===== src/rtl/multicycle_control_pkg.sv =====
// ----------------------------------------------------------------------------
// multicycle_control_pkg
//
// Shared definitions for the multicycle MIPS-subset controller:
//   - opcode / funct field constants
//   - ALU operation codes (5-bit, zero-extended to ALUOP_W at the consumers)
//   - alu_src_b and pc_source mux encodings
//   - FSM state enum. S_TRAP exists only when MULTICYCLE_CONTROL_TRAP_EN is
//     defined.
//   - packed control-word struct used inside the controller
// ----------------------------------------------------------------------------
package multicycle_control_pkg;

    // Instruction opcodes (instr[31:26])
    localparam logic [5:0] OP_RTYPE = 6'h00;
    localparam logic [5:0] OP_J     = 6'h02;
    localparam logic [5:0] OP_BEQ   = 6'h04;
    localparam logic [5:0] OP_BNE   = 6'h05;
    localparam logic [5:0] OP_SLTI  = 6'h0A;
    localparam logic [5:0] OP_ORI   = 6'h0D;
    localparam logic [5:0] OP_LUI   = 6'h0F;
    localparam logic [5:0] OP_LW    = 6'h23;
    localparam logic [5:0] OP_SW    = 6'h2B;

    // R-type function codes (instr[5:0])
    localparam logic [5:0] FN_SLL  = 6'h00;
    localparam logic [5:0] FN_SRL  = 6'h02;
    localparam logic [5:0] FN_ADD  = 6'h20;
    localparam logic [5:0] FN_ADDU = 6'h21;
    localparam logic [5:0] FN_SUB  = 6'h22;
    localparam logic [5:0] FN_SUBU = 6'h23;
    localparam logic [5:0] FN_AND  = 6'h24;
    localparam logic [5:0] FN_OR   = 6'h25;
    localparam logic [5:0] FN_SLT  = 6'h2A;

    // Native width of the ALU operation code
    localparam int ALU_CODE_W = 5;

    typedef enum logic [ALU_CODE_W-1:0] {
        ALU_ADD  = 5'd0,
        ALU_SUB  = 5'd1,
        ALU_AND  = 5'd2,
        ALU_OR   = 5'd3,
        ALU_SLT  = 5'd4,
        ALU_SLL  = 5'd5,
        ALU_SRL  = 5'd6,
        ALU_LUI  = 5'd7,
        ALU_ADDU = 5'd8,
        ALU_SUBU = 5'd9
    } alu_code_e;

    // ALU operand B select
    typedef enum logic [1:0] {
        SRCB_REG    = 2'b00,  // register B
        SRCB_FOUR   = 2'b01,  // constant 4 (PC increment)
        SRCB_IMM    = 2'b10,  // extended immediate
        SRCB_IMM_SH = 2'b11   // extended immediate << 2 (branch offset)
    } src_b_e;

    // PC source select
    typedef enum logic [1:0] {
        PCSRC_ALU    = 2'b00, // ALU result (PC + 4)
        PCSRC_ALUOUT = 2'b01, // ALUOut register (branch target)
        PCSRC_JUMP   = 2'b10  // jump target
    } pc_src_e;

    // FSM states; FETCH must stay at zero so the reset state reads as 0
    typedef enum logic [3:0] {
        S_FETCH    = 4'd0,
        S_DECODE   = 4'd1,
        S_EXEC_R   = 4'd2,
        S_EXEC_I   = 4'd3,
        S_R_WB     = 4'd4,
        S_MEM_ADDR = 4'd5,
        S_MEM_RD   = 4'd6,
        S_MEM_WB   = 4'd7,
        S_MEM_WR   = 4'd8,
        S_BRANCH   = 4'd9,
        S_JUMP     = 4'd10
`ifdef MULTICYCLE_CONTROL_TRAP_EN
        ,
        S_TRAP     = 4'd11
`endif
    } state_e;

    // Per-state control word (everything except alu_op, whose width is a
    // parameter of the controller)
    typedef struct packed {
        logic    pc_write;
        logic    pc_write_cond;
        logic    branch_ne;
        logic    i_or_d;
        logic    ir_write;
        logic    mem_read;
        logic    mem_write;
        logic    mem2reg;
        logic    reg_dst;
        logic    reg_write;
        logic    alu_src_a;
        src_b_e  alu_src_b;
        pc_src_e pc_source;
        logic    ext_op;
        logic    instr_done;
    } ctrl_t;

    function automatic logic is_rtype(input logic [5:0] opcode);
        return opcode == OP_RTYPE;
    endfunction

endpackage


===== src/rtl/multicycle_control_alu_dec.sv =====
// ----------------------------------------------------------------------------
// control_alu_dec
//
// Combinational ALU-operation decoder. Maps opcode/funct to the ALU code the
// instruction uses in its execute and write-back states, and flags
// instructions outside the supported subset.
//
// Ports:
//   opcode_i  [5:0]          instruction opcode field
//   funct_i   [5:0]          instruction funct field (R-type only)
//   alu_op_o  [ALUOP_W-1:0]  ALU code, zero-extended to ALUOP_W
//   illegal_o                opcode/funct not in the supported subset
// ----------------------------------------------------------------------------
module control_alu_dec #(
    parameter int ALUOP_W = 5  // must be >= 5
) (
    input  logic [5:0]         opcode_i,
    input  logic [5:0]         funct_i,
    output logic [ALUOP_W-1:0] alu_op_o,
    output logic               illegal_o
);
    import multicycle_control_pkg::*;

    alu_code_e code;

    // NOTE: every combinational output gets a default before the case so that
    // no path leaves it unassigned, which would infer a latch.
    always_comb begin
        code      = ALU_ADD;
        illegal_o = 1'b0;
        case (opcode_i)
            OP_RTYPE: begin
                case (funct_i)
                    FN_ADD:  code = ALU_ADD;
                    FN_ADDU: code = ALU_ADDU;
                    FN_SUB:  code = ALU_SUB;
                    FN_SUBU: code = ALU_SUBU;
                    FN_SLL:  code = ALU_SLL;
                    FN_SRL:  code = ALU_SRL;
                    FN_SLT:  code = ALU_SLT;
                    FN_AND:  code = ALU_AND;
                    FN_OR:   code = ALU_OR;
                    default: illegal_o = 1'b1;
                endcase
            end
            OP_SLTI:        code = ALU_SLT;
            OP_ORI:         code = ALU_OR;
            OP_LUI:         code = ALU_LUI;
            OP_LW, OP_SW:   code = ALU_ADD;
            OP_BEQ, OP_BNE: code = ALU_SUB;
            OP_J:           code = ALU_ADD;
            default:        illegal_o = 1'b1;
        endcase
    end

    assign alu_op_o = ALUOP_W'(code);

endmodule


===== src/rtl/multicycle_control.sv =====
// ----------------------------------------------------------------------------
// multicycle_control
//
// Main control FSM of a multicycle MIPS-subset datapath. One instruction
// passes FETCH -> DECODE -> (execute / memory / branch / jump states) and
// back to FETCH; instr_done pulses in the last cycle of each retired
// instruction.
//
// Configuration macro: MULTICYCLE_CONTROL_TRAP_EN
//   defined   : illegal opcode/funct enters TRAP, trap_o held until
//               trap_ack_i, then FETCH without instr_done.
//   undefined : illegal instruction is a NOP retired from DECODE,
//               trap_o tied 0, no TRAP state.
//
// Ports:
//   clk, rst_n              clock, asynchronous active-low reset
//   opcode_i, funct_i       instruction-register fields
//   mem_ready_i             memory access completes in the cycle it is high
//   trap_ack_i              illegal-instruction trap acknowledge
//   pc_write_o .. ext_op_o  datapath control (see ctrl_t in the package)
//   alu_op_o [ALUOP_W-1:0]  ALU operation, zero-extended
//   instr_done_o            one-cycle pulse per retired instruction
//   trap_o                  illegal-instruction trap pending
//   state_o [3:0]           current FSM state (debug)
// ----------------------------------------------------------------------------
module multicycle_control #(
    parameter int ALUOP_W = 5  // must be >= 5
) (
    input  logic               clk,
    input  logic               rst_n,
    input  logic [5:0]         opcode_i,
    input  logic [5:0]         funct_i,
    input  logic               mem_ready_i,
    input  logic               trap_ack_i,
    output logic               pc_write_o,
    output logic               pc_write_cond_o,
    output logic               branch_ne_o,
    output logic               i_or_d_o,
    output logic               ir_write_o,
    output logic               mem_read_o,
    output logic               mem_write_o,
    output logic               mem2reg_o,
    output logic               reg_dst_o,
    output logic               reg_write_o,
    output logic               alu_src_a_o,
    output logic [1:0]         alu_src_b_o,
    output logic [1:0]         pc_source_o,
    output logic               ext_op_o,
    output logic [ALUOP_W-1:0] alu_op_o,
    output logic               instr_done_o,
    output logic               trap_o,
    output logic [3:0]         state_o
);
    import multicycle_control_pkg::*;

    state_e             state_q, state_d;
    // Cleared by reset, set on the first rising edge afterwards: keeps every
    // output low while rst_n is low and until that first edge.
    logic               run_q;
    ctrl_t              ctrl, ctrl_out;
    logic [ALUOP_W-1:0] alu_op;
    logic [ALUOP_W-1:0] dec_alu_op;
    logic               dec_illegal;

    control_alu_dec #(
        .ALUOP_W (ALUOP_W)
    ) u_alu_dec (
        .opcode_i  (opcode_i),
        .funct_i   (funct_i),
        .alu_op_o  (dec_alu_op),
        .illegal_o (dec_illegal)
    );

    // NOTE: sequential state uses non-blocking assignments so every register
    // samples its pre-edge value regardless of statement order.
    always_ff @(posedge clk or negedge rst_n) begin
        if (!rst_n) begin
            state_q <= S_FETCH;
            run_q   <= 1'b0;
        end else begin
            state_q <= state_d;
            run_q   <= 1'b1;
        end
    end

    always_comb begin
        state_d = state_q;
        ctrl    = '0;
        alu_op  = ALUOP_W'(ALU_ADD);

        case (state_q)
            S_FETCH: begin
                ctrl.mem_read  = 1'b1;
                ctrl.alu_src_b = SRCB_FOUR;
                if (mem_ready_i) begin
                    ctrl.ir_write = 1'b1;
                    ctrl.pc_write = 1'b1;
                    state_d       = S_DECODE;
                end
            end

            S_DECODE: begin
                // Branch target computed speculatively into ALUOut
                ctrl.alu_src_b = SRCB_IMM_SH;
                ctrl.ext_op    = 1'b1;
                if (dec_illegal) begin
`ifdef MULTICYCLE_CONTROL_TRAP_EN
                    state_d = S_TRAP;
`else
                    ctrl.instr_done = 1'b1;
                    state_d         = S_FETCH;
`endif
                end else begin
                    case (opcode_i)
                        OP_RTYPE:               state_d = S_EXEC_R;
                        OP_SLTI, OP_ORI, OP_LUI: state_d = S_EXEC_I;
                        OP_LW, OP_SW:           state_d = S_MEM_ADDR;
                        OP_BEQ, OP_BNE:         state_d = S_BRANCH;
                        OP_J:                   state_d = S_JUMP;
                        default:                state_d = S_FETCH;
                    endcase
                end
            end

            S_EXEC_R: begin
                ctrl.alu_src_a = 1'b1;
                ctrl.alu_src_b = SRCB_REG;
                alu_op         = dec_alu_op;
                state_d        = S_R_WB;
            end

            S_EXEC_I: begin
                ctrl.alu_src_a = 1'b1;
                ctrl.alu_src_b = SRCB_IMM;
                ctrl.ext_op    = (opcode_i != OP_ORI);
                alu_op         = dec_alu_op;
                state_d        = S_R_WB;
            end

            S_R_WB: begin
                // Shared by R-type (dest rd) and immediate ops (dest rt)
                ctrl.reg_dst    = is_rtype(opcode_i);
                ctrl.reg_write  = 1'b1;
                ctrl.instr_done = 1'b1;
                alu_op          = dec_alu_op;
                state_d         = S_FETCH;
            end

            S_MEM_ADDR: begin
                ctrl.alu_src_a = 1'b1;
                ctrl.alu_src_b = SRCB_IMM;
                ctrl.ext_op    = 1'b1;
                state_d        = (opcode_i == OP_LW) ? S_MEM_RD : S_MEM_WR;
            end

            S_MEM_RD: begin
                ctrl.mem_read = 1'b1;
                ctrl.i_or_d   = 1'b1;
                if (mem_ready_i) begin
                    state_d = S_MEM_WB;
                end
            end

            S_MEM_WB: begin
                ctrl.mem2reg    = 1'b1;
                ctrl.reg_write  = 1'b1;
                ctrl.instr_done = 1'b1;
                state_d         = S_FETCH;
            end

            S_MEM_WR: begin
                ctrl.mem_write = 1'b1;
                ctrl.i_or_d    = 1'b1;
                if (mem_ready_i) begin
                    ctrl.instr_done = 1'b1;
                    state_d         = S_FETCH;
                end
            end

            S_BRANCH: begin
                ctrl.alu_src_a     = 1'b1;
                ctrl.alu_src_b     = SRCB_REG;
                ctrl.pc_write_cond = 1'b1;
                ctrl.pc_source     = PCSRC_ALUOUT;
                ctrl.branch_ne     = (opcode_i == OP_BNE);
                ctrl.instr_done    = 1'b1;
                alu_op             = ALUOP_W'(ALU_SUB);
                state_d            = S_FETCH;
            end

            S_JUMP: begin
                ctrl.pc_write   = 1'b1;
                ctrl.pc_source  = PCSRC_JUMP;
                ctrl.instr_done = 1'b1;
                state_d         = S_FETCH;
            end

`ifdef MULTICYCLE_CONTROL_TRAP_EN
            S_TRAP: begin
                if (trap_ack_i) begin
                    state_d = S_FETCH;
                end
            end
`endif

            default: state_d = S_FETCH;
        endcase

        // First cycle after reset release: hold FETCH, no access yet
        if (!run_q) begin
            state_d = S_FETCH;
        end
    end

    assign ctrl_out = run_q ? ctrl : '0;

    assign pc_write_o      = ctrl_out.pc_write;
    assign pc_write_cond_o = ctrl_out.pc_write_cond;
    assign branch_ne_o     = ctrl_out.branch_ne;
    assign i_or_d_o        = ctrl_out.i_or_d;
    assign ir_write_o      = ctrl_out.ir_write;
    assign mem_read_o      = ctrl_out.mem_read;
    assign mem_write_o     = ctrl_out.mem_write;
    assign mem2reg_o       = ctrl_out.mem2reg;
    assign reg_dst_o       = ctrl_out.reg_dst;
    assign reg_write_o     = ctrl_out.reg_write;
    assign alu_src_a_o     = ctrl_out.alu_src_a;
    assign alu_src_b_o     = ctrl_out.alu_src_b;
    assign pc_source_o     = ctrl_out.pc_source;
    assign ext_op_o        = ctrl_out.ext_op;
    assign instr_done_o    = ctrl_out.instr_done;
    assign alu_op_o        = run_q ? alu_op : '0;
    assign state_o         = state_q;

`ifdef MULTICYCLE_CONTROL_TRAP_EN
    // state_q is FETCH whenever run_q is low, so no extra gating needed
    assign trap_o = (state_q == S_TRAP);
`else
    logic unused_trap_ack;
    assign unused_trap_ack = trap_ack_i;
    assign trap_o          = 1'b0;
`endif

endmodule


===== config.mk =====
export PLATFORM = sky130hd
export DESIGN_NAME = multicycle_control
export DESIGN_NICKNAME = d
export VERILOG_FILES = /design/src/rtl/multicycle_control_pkg.sv /design/src/rtl/multicycle_control_alu_dec.sv /design/src/rtl/multicycle_control.sv
export SDC_FILE = /design/constraint.sdc
export NUM_CORES = 1
export LEC_CHECK = 0
export ABC_AREA = 0
export CAP_MARGIN = 5
export CORE_MARGIN = 2
export CORE_UTILIZATION = 30
export DETAILED_ROUTE_END_ITERATION = 8
export PLACE_DENSITY_LB_ADDON = 0.05
export SYNTH_ARGS = -nofsm -noshare
export SYNTH_HDL_FRONTEND = slang
export SYNTH_SLANG_ARGS = --single-unit

===== constraint.sdc =====
create_clock -name clk -period 3.3 [get_ports clk]
set_clock_uncertainty 0.1 [all_clocks]
set_input_delay 0.66 -clock clk [delete_from_list [all_inputs] [get_ports clk]]
set_output_delay 0.66 -clock clk [all_outputs]
set_load 0.02 [all_outputs]

**Word-level counts from Yosys, hierarchy flattened**

Index checks and enable logic that the tools add are counted.
Widths: inputs -> output; s select.

- Bits in registers: 5
- Latch bits: 0
- RAM bits: 0
- Memory bits (read-only): 0
- Input bits: 16
- Output and inout bits: 27
- Word-level logic and storage cells: 81
- Memories: 0

- Add/subtract/negate cells: 0
- $mul: 0
- Divide/modulo/power cells: 0
- Magnitude comparators: 0
- Equality and inequality tests: 30
- Shift operators: 0
- Mux-type cells: 31
- Bitwise logic cells: 0
- Reductions and logical operators: 18

Operator list:

| kind | number |
|---|---|
| $eq 6x6->1 const B | 9 |
| $pmux 4 s8 | 1 |
| $pmux 5 s5 | 1 |
| $mux 4 | 6 |
| $pmux 4 s6 | 1 |
| $pmux 4 s5 | 1 |
| $eq 6x4->1 const B | 3 |
| $mux 17 | 1 |
| $eq 4x3->1 const B | 4 |
| $reduce_or 2->1 | 8 |
| $eq 4x4->1 const B | 3 |
| $eq 6x2->1 const B | 2 |
| $eq 6x3->1 const B | 2 |
| $logic_not 6->1 | 2 |
| $mux 1 | 11 |
| $pmux 5 s2 | 1 |
| $ne 3x3->1 const B | 3 |
| $reduce_or 9->1 | 1 |
| $eq 4x2->1 const B | 2 |
| $reduce_or 4->1 | 2 |
| $reduce_or 8->1 | 1 |
| $ne 6x4->1 const B | 1 |
| $pmux 1 s2 | 3 |
| $pmux 2 s3 | 1 |
| other kinds (8) | 9 |

**Longest topological paths before layout**

- Depth in word-level cells: 7
- Gate-level depth with buffers: 5
- Mapped depth without buffers: 4

**Cells and area by module**

From an unflattened synthesis, not the netlist that was laid out.

- Cell total of the unflattened synthesis: 146
- Area, all modules: 973.4 um2

By module, submodules not included:

| module | instances | cells each | area an instance (um2) | seq. area each (um2) |
|---|---|---|---|---|
| multicycle_control | 1 | 99 | 691.9 | 125.1 |
| control_alu_dec | 1 | 47 | 281.5 | 0.0 |

**Least setup slack after synthesis**

No wires, ideal clock.

- Kind: register -> output
- Start point: register state_q[0], in the netlist state_o[0]
- End point: output port pc_write_o
- Data arrival time: 1880 ps
- Data required time: 2540 ps
- Slack: 660 ps
- Stages on the path, launching flop included: 6
- Path buffers: 1
- Path through: dfrtp_1 buf_2 inv_2 nand2_1 nor4_1 or2_1

- Word-level cells in the longest chain between the ends: 3
- Elaborated cells on any way between the ends: 4
- Classes of those cells: eq/ne: 1; mux: 2; reduce/logical: 1

Ends and longest elaborated chain:

| what | line | source |
|---|---|---|
| start: declaration | multicycle_control.sv:56 | `state_e state_q, state_d;` |
| start signal: assignment | multicycle_control.sv:81 | `state_q <= state_d;` |
| $eq 4x4->1 / $logic_not 4->1 (equally long branches) | multicycle_control.sv:91 | `case (state_q)` |
| $pmux 1 s2 (*) | multicycle_control.sv:91 |  |
| $mux 17 (*) | multicycle_control.sv:215 | `assign ctrl_out = run_q ? ctrl : '0;` |
| end: declaration | multicycle_control.sv:35 | `output logic pc_write_o,` |

Mark *: on every way between the ends. The rest lies on a longest branch, timed or not.

**Worst setup path after layout**

- Start point: input port funct_i[5]
- End point: output port instr_done_o

- Word-level cells in the longest chain between the ends: 7
- Elaborated cells on any way between the ends: 15
- Classes of those cells: eq/ne: 8; mux: 5; reduce/logical: 2

Ends and longest elaborated chain:

| what | line | source |
|---|---|---|
| start: declaration | multicycle_control.sv:32 | `input logic [5:0] funct_i,` |
| $eq 6x6->1 (tied with other cells) | multicycle_control_alu_dec.sv:33 | `case (funct_i)` |
| $reduce_or 9->1 (no source line) (*) | - |  |
| $mux 1 (*) | multicycle_control_alu_dec.sv:33 |  |
| $pmux 1 s2 (*) | multicycle_control_alu_dec.sv:31 | `case (opcode_i)` |
| $mux 1 (*) | multicycle_control.sv:106 | `if (dec_illegal) begin` |
| $pmux 1 s3 (*) | multicycle_control.sv:91 |  |
| $mux 17 (*) | multicycle_control.sv:215 |  |
| end: declaration | multicycle_control.sv:50 | `output logic instr_done_o,` |

Marks and branches as above.

==> flow_metrics.env <==
export IMPL_status="finished clean"
export IMPL_vdd_drop_max_uv=164.9
export IMPL_crit_type="in2out"
export IMPL_crit_arrival_ns=2.43
export IMPL_syn_avg_cell_area_um2=6.845
export IMPL_io_pins=43
export IMPL_ys_flop_type="dfrtp_1"
export IMPL_critPathSlowestCell="clkdlybuf4s50_1"
export IMPL_routedWlPerCell_um=12.88
export IMPL_grt_total_usage=0.1730
export IMPL_leakagePower_nw=0.6181
export IMPL_finalWorstSetupSlack_ns=0.1115
export IMPL_cts_htree_levels=1
export IMPL_ys_ff_latch=5
export IMPL_dp_hpwl_mm=2.445
export IMPL_clk_latency_ns=0.23
export IMPL_min_period_over_period=0.9662
export IMPL_regArea_um2=125.1
export IMPL_rows=20
export IMPL_avgViaCountPerCell=5.277
export IMPL_crit_fanout=7
export IMPL_diodes=0
export IMPL_synth_top_cell_area_share=0.1344
export IMPL_tns_ns=0
export IMPL_cpLargestDelayFamily="compound AO/OA/AOI/OAI gates"
export IMPL_drt_wl_total_mm=2.976
export IMPL_placed_area_um2=1518
export IMPL_core_um2=3003
export IMPL_synth_edf_count=0
export IMPL_rsz0062_at_grt="false"
export IMPL_drive_above_1_share=0.2071
export IMPL_die_h_um=59.71
export IMPL_gr_total_overflow=0
export IMPL_dieArea_um2=3565
export IMPL_place_port_buffers=39
export IMPL_antenna_left=0
export IMPL_grt_max_degree=15
export IMPL_grt_pass1_vias=1120
export IMPL_synth_area_leader_cell="dfrtp_1"
export IMPL_async_flop_share=1.000
export IMPL_place_congestion=0.9088
export IMPL_ys_types=52
export IMPL_slowest_delay_ns=0.50
export IMPL_cts_buffer_depth=2
export IMPL_setup_violations_final=0
export IMPL_num_vias=1219
export IMPL_cts_tree="done"
export IMPL_final_cell_mix="clkdlybuf4s50_1, buf_4, nand2_1"
export IMPL_cts_resized=7
export IMPL_dr_pass1_iters=4
export IMPL_netlist_instances=136
export IMPL_final_nets=215
export IMPL_clk_pin_slew_ns=0.04
export IMPL_fin_area_um2=1533
export IMPL_p_per_area_nw_per_um2=168.1
export IMPL_area_delta_synth_final_pct=64.65
export IMPL_path_buf_inv=2
export IMPL_worst_hold_path_type="in2async"
export IMPL_cts_num_sinks=5
export IMPL_yosysSeqAreaShare=0.1344
export IMPL_p_total_w=0.0002576
export IMPL_start_kind="input port"
export IMPL_drv_cap=0
export IMPL_clock_fmax_ghz=0.3136
export IMPL_pre_cts_ws_ns=-0.2095
export IMPL_syn_area_um2=930.9
export IMPL_die_w_um=59.71
export IMPL_worstSetupEndpointType="output pin"
export IMPL_cts_buffers=3
export IMPL_path_cells="clkdlybuf4s50_1, a21bo_2, a211oi_2, o21bai_4, a311oi_2, clkdlybuf4s15_1"
export IMPL_postCtsSetupBuffers=0
export IMPL_initial_utilization=0.3100
export IMPL_first_iter_violations=48
export IMPL_synth_area_leaders="dfrtp_1, nand2_1, nor2_1"
export IMPL_grt_pass1_wl_mm=4.899
export IMPL_worstPathRequired_ns=2.54
export IMPL_slew_viol_final=0
export IMPL_layout_min_cycle_time_ns=3.189
export IMPL_cts_root_buf="clkbuf_4"
export IMPL_hold_viol_final=0
export IMPL_drcViolationCount=0
export IMPL_antenna_found_initial=0
export IMPL_cts_hold_buf=0
export IMPL_final_common_cell="clkdlybuf4s50_1"
export IMPL_multi_input_area_um2=732.0
export IMPL_ys_warn_count=0
export IMPL_fill_cells=326
[layer usage]
metal,part of all wire,vias up,track usage
li1,-,625,-
met1,0.49,558,0.2503
met2,0.47,36,0.2842
met3,0.045,0,0.006494
met4,0,0,0.03810
met5,0,-,0
[logic make-up after synthesis]
logic type,synth area share
flops,0.1344
other cells,0.008068
mux,0.02285
simple gates,0.4436
compound gates,0.2984
buf+inv,0.08332
xor+xnor,0.009410
[stage by stage]
step,cells,hold slack (ns),util
5_1_grt,231,0.5436,0.5104
2_1_floorplan,137,0.2644,-
4_1_cts,231,0.5342,0.5113
6_report,231,0.5392,0.5104
3_3_place_gp,227,0.6209,0.5054
3_5_place_dp,227,0.6460,0.5054
[registers in the layout, summed over array words and instances, names as in the netlist]
name     cells
state_o      4
run_q        1
[cell type report]
| cell class | instances | area share |
|---|---|---|
| clock buffers | 4 | 0.01714 |
| inverters | 7 | 0.01714 |
| multi-input cells | 116 | 0.4776 |
| flip-flops and latches | 5 | 0.08163 |
| well taps | 33 | 0.02694 |
| repair buffers | 66 | 0.3796 |
[final timing paths]
kind                                  from           end  slack (ns)  cells after the start
worst max register to register  state_o[3]    state_o[3]        1.72                      3
min in group clk                state_o[1]    state_o[2]        0.66                      3
worst min-delay path                 rst_n    state_o[0]        0.54                      1
worst min register to register  state_o[1]    state_o[2]        0.66                      3
worst max-delay path            funct_i[5]  instr_done_o        0.11                      6
max in group asynchronous            rst_n    state_o[2]        2.38                      1
[cell usage after synthesis (2+ instances only)]
master,number
nand2_1,18
nor2_1,13
a21oi_1,8
inv_1,6
nand2b_1,6
nor3_1,6
buf_2,5
dfrtp_1,5
nor2b_1,4
a32o_1,3
and3_1,3
buf_4,3
nand3_1,3
nand4_1,3
nor3b_1,3
o21ai_0,3
o21ai_1,3
a22oi_1,2
conb_1,2
nor4_1,2
o21a_1,2
or2_1,2
or3b_1,2
[report_power, final]
group           total, W  internal (W)  leakage, nW  switching (W)
clock network  0.0000672     0.0000455       0.0150      0.0000217
registers      0.0000651     0.0000633       0.0666     0.00000185
logic           0.000125     0.0000635        0.537      0.0000618
total           0.000258      0.000172        0.618      0.0000853
(Power assumes the default switching activity.)
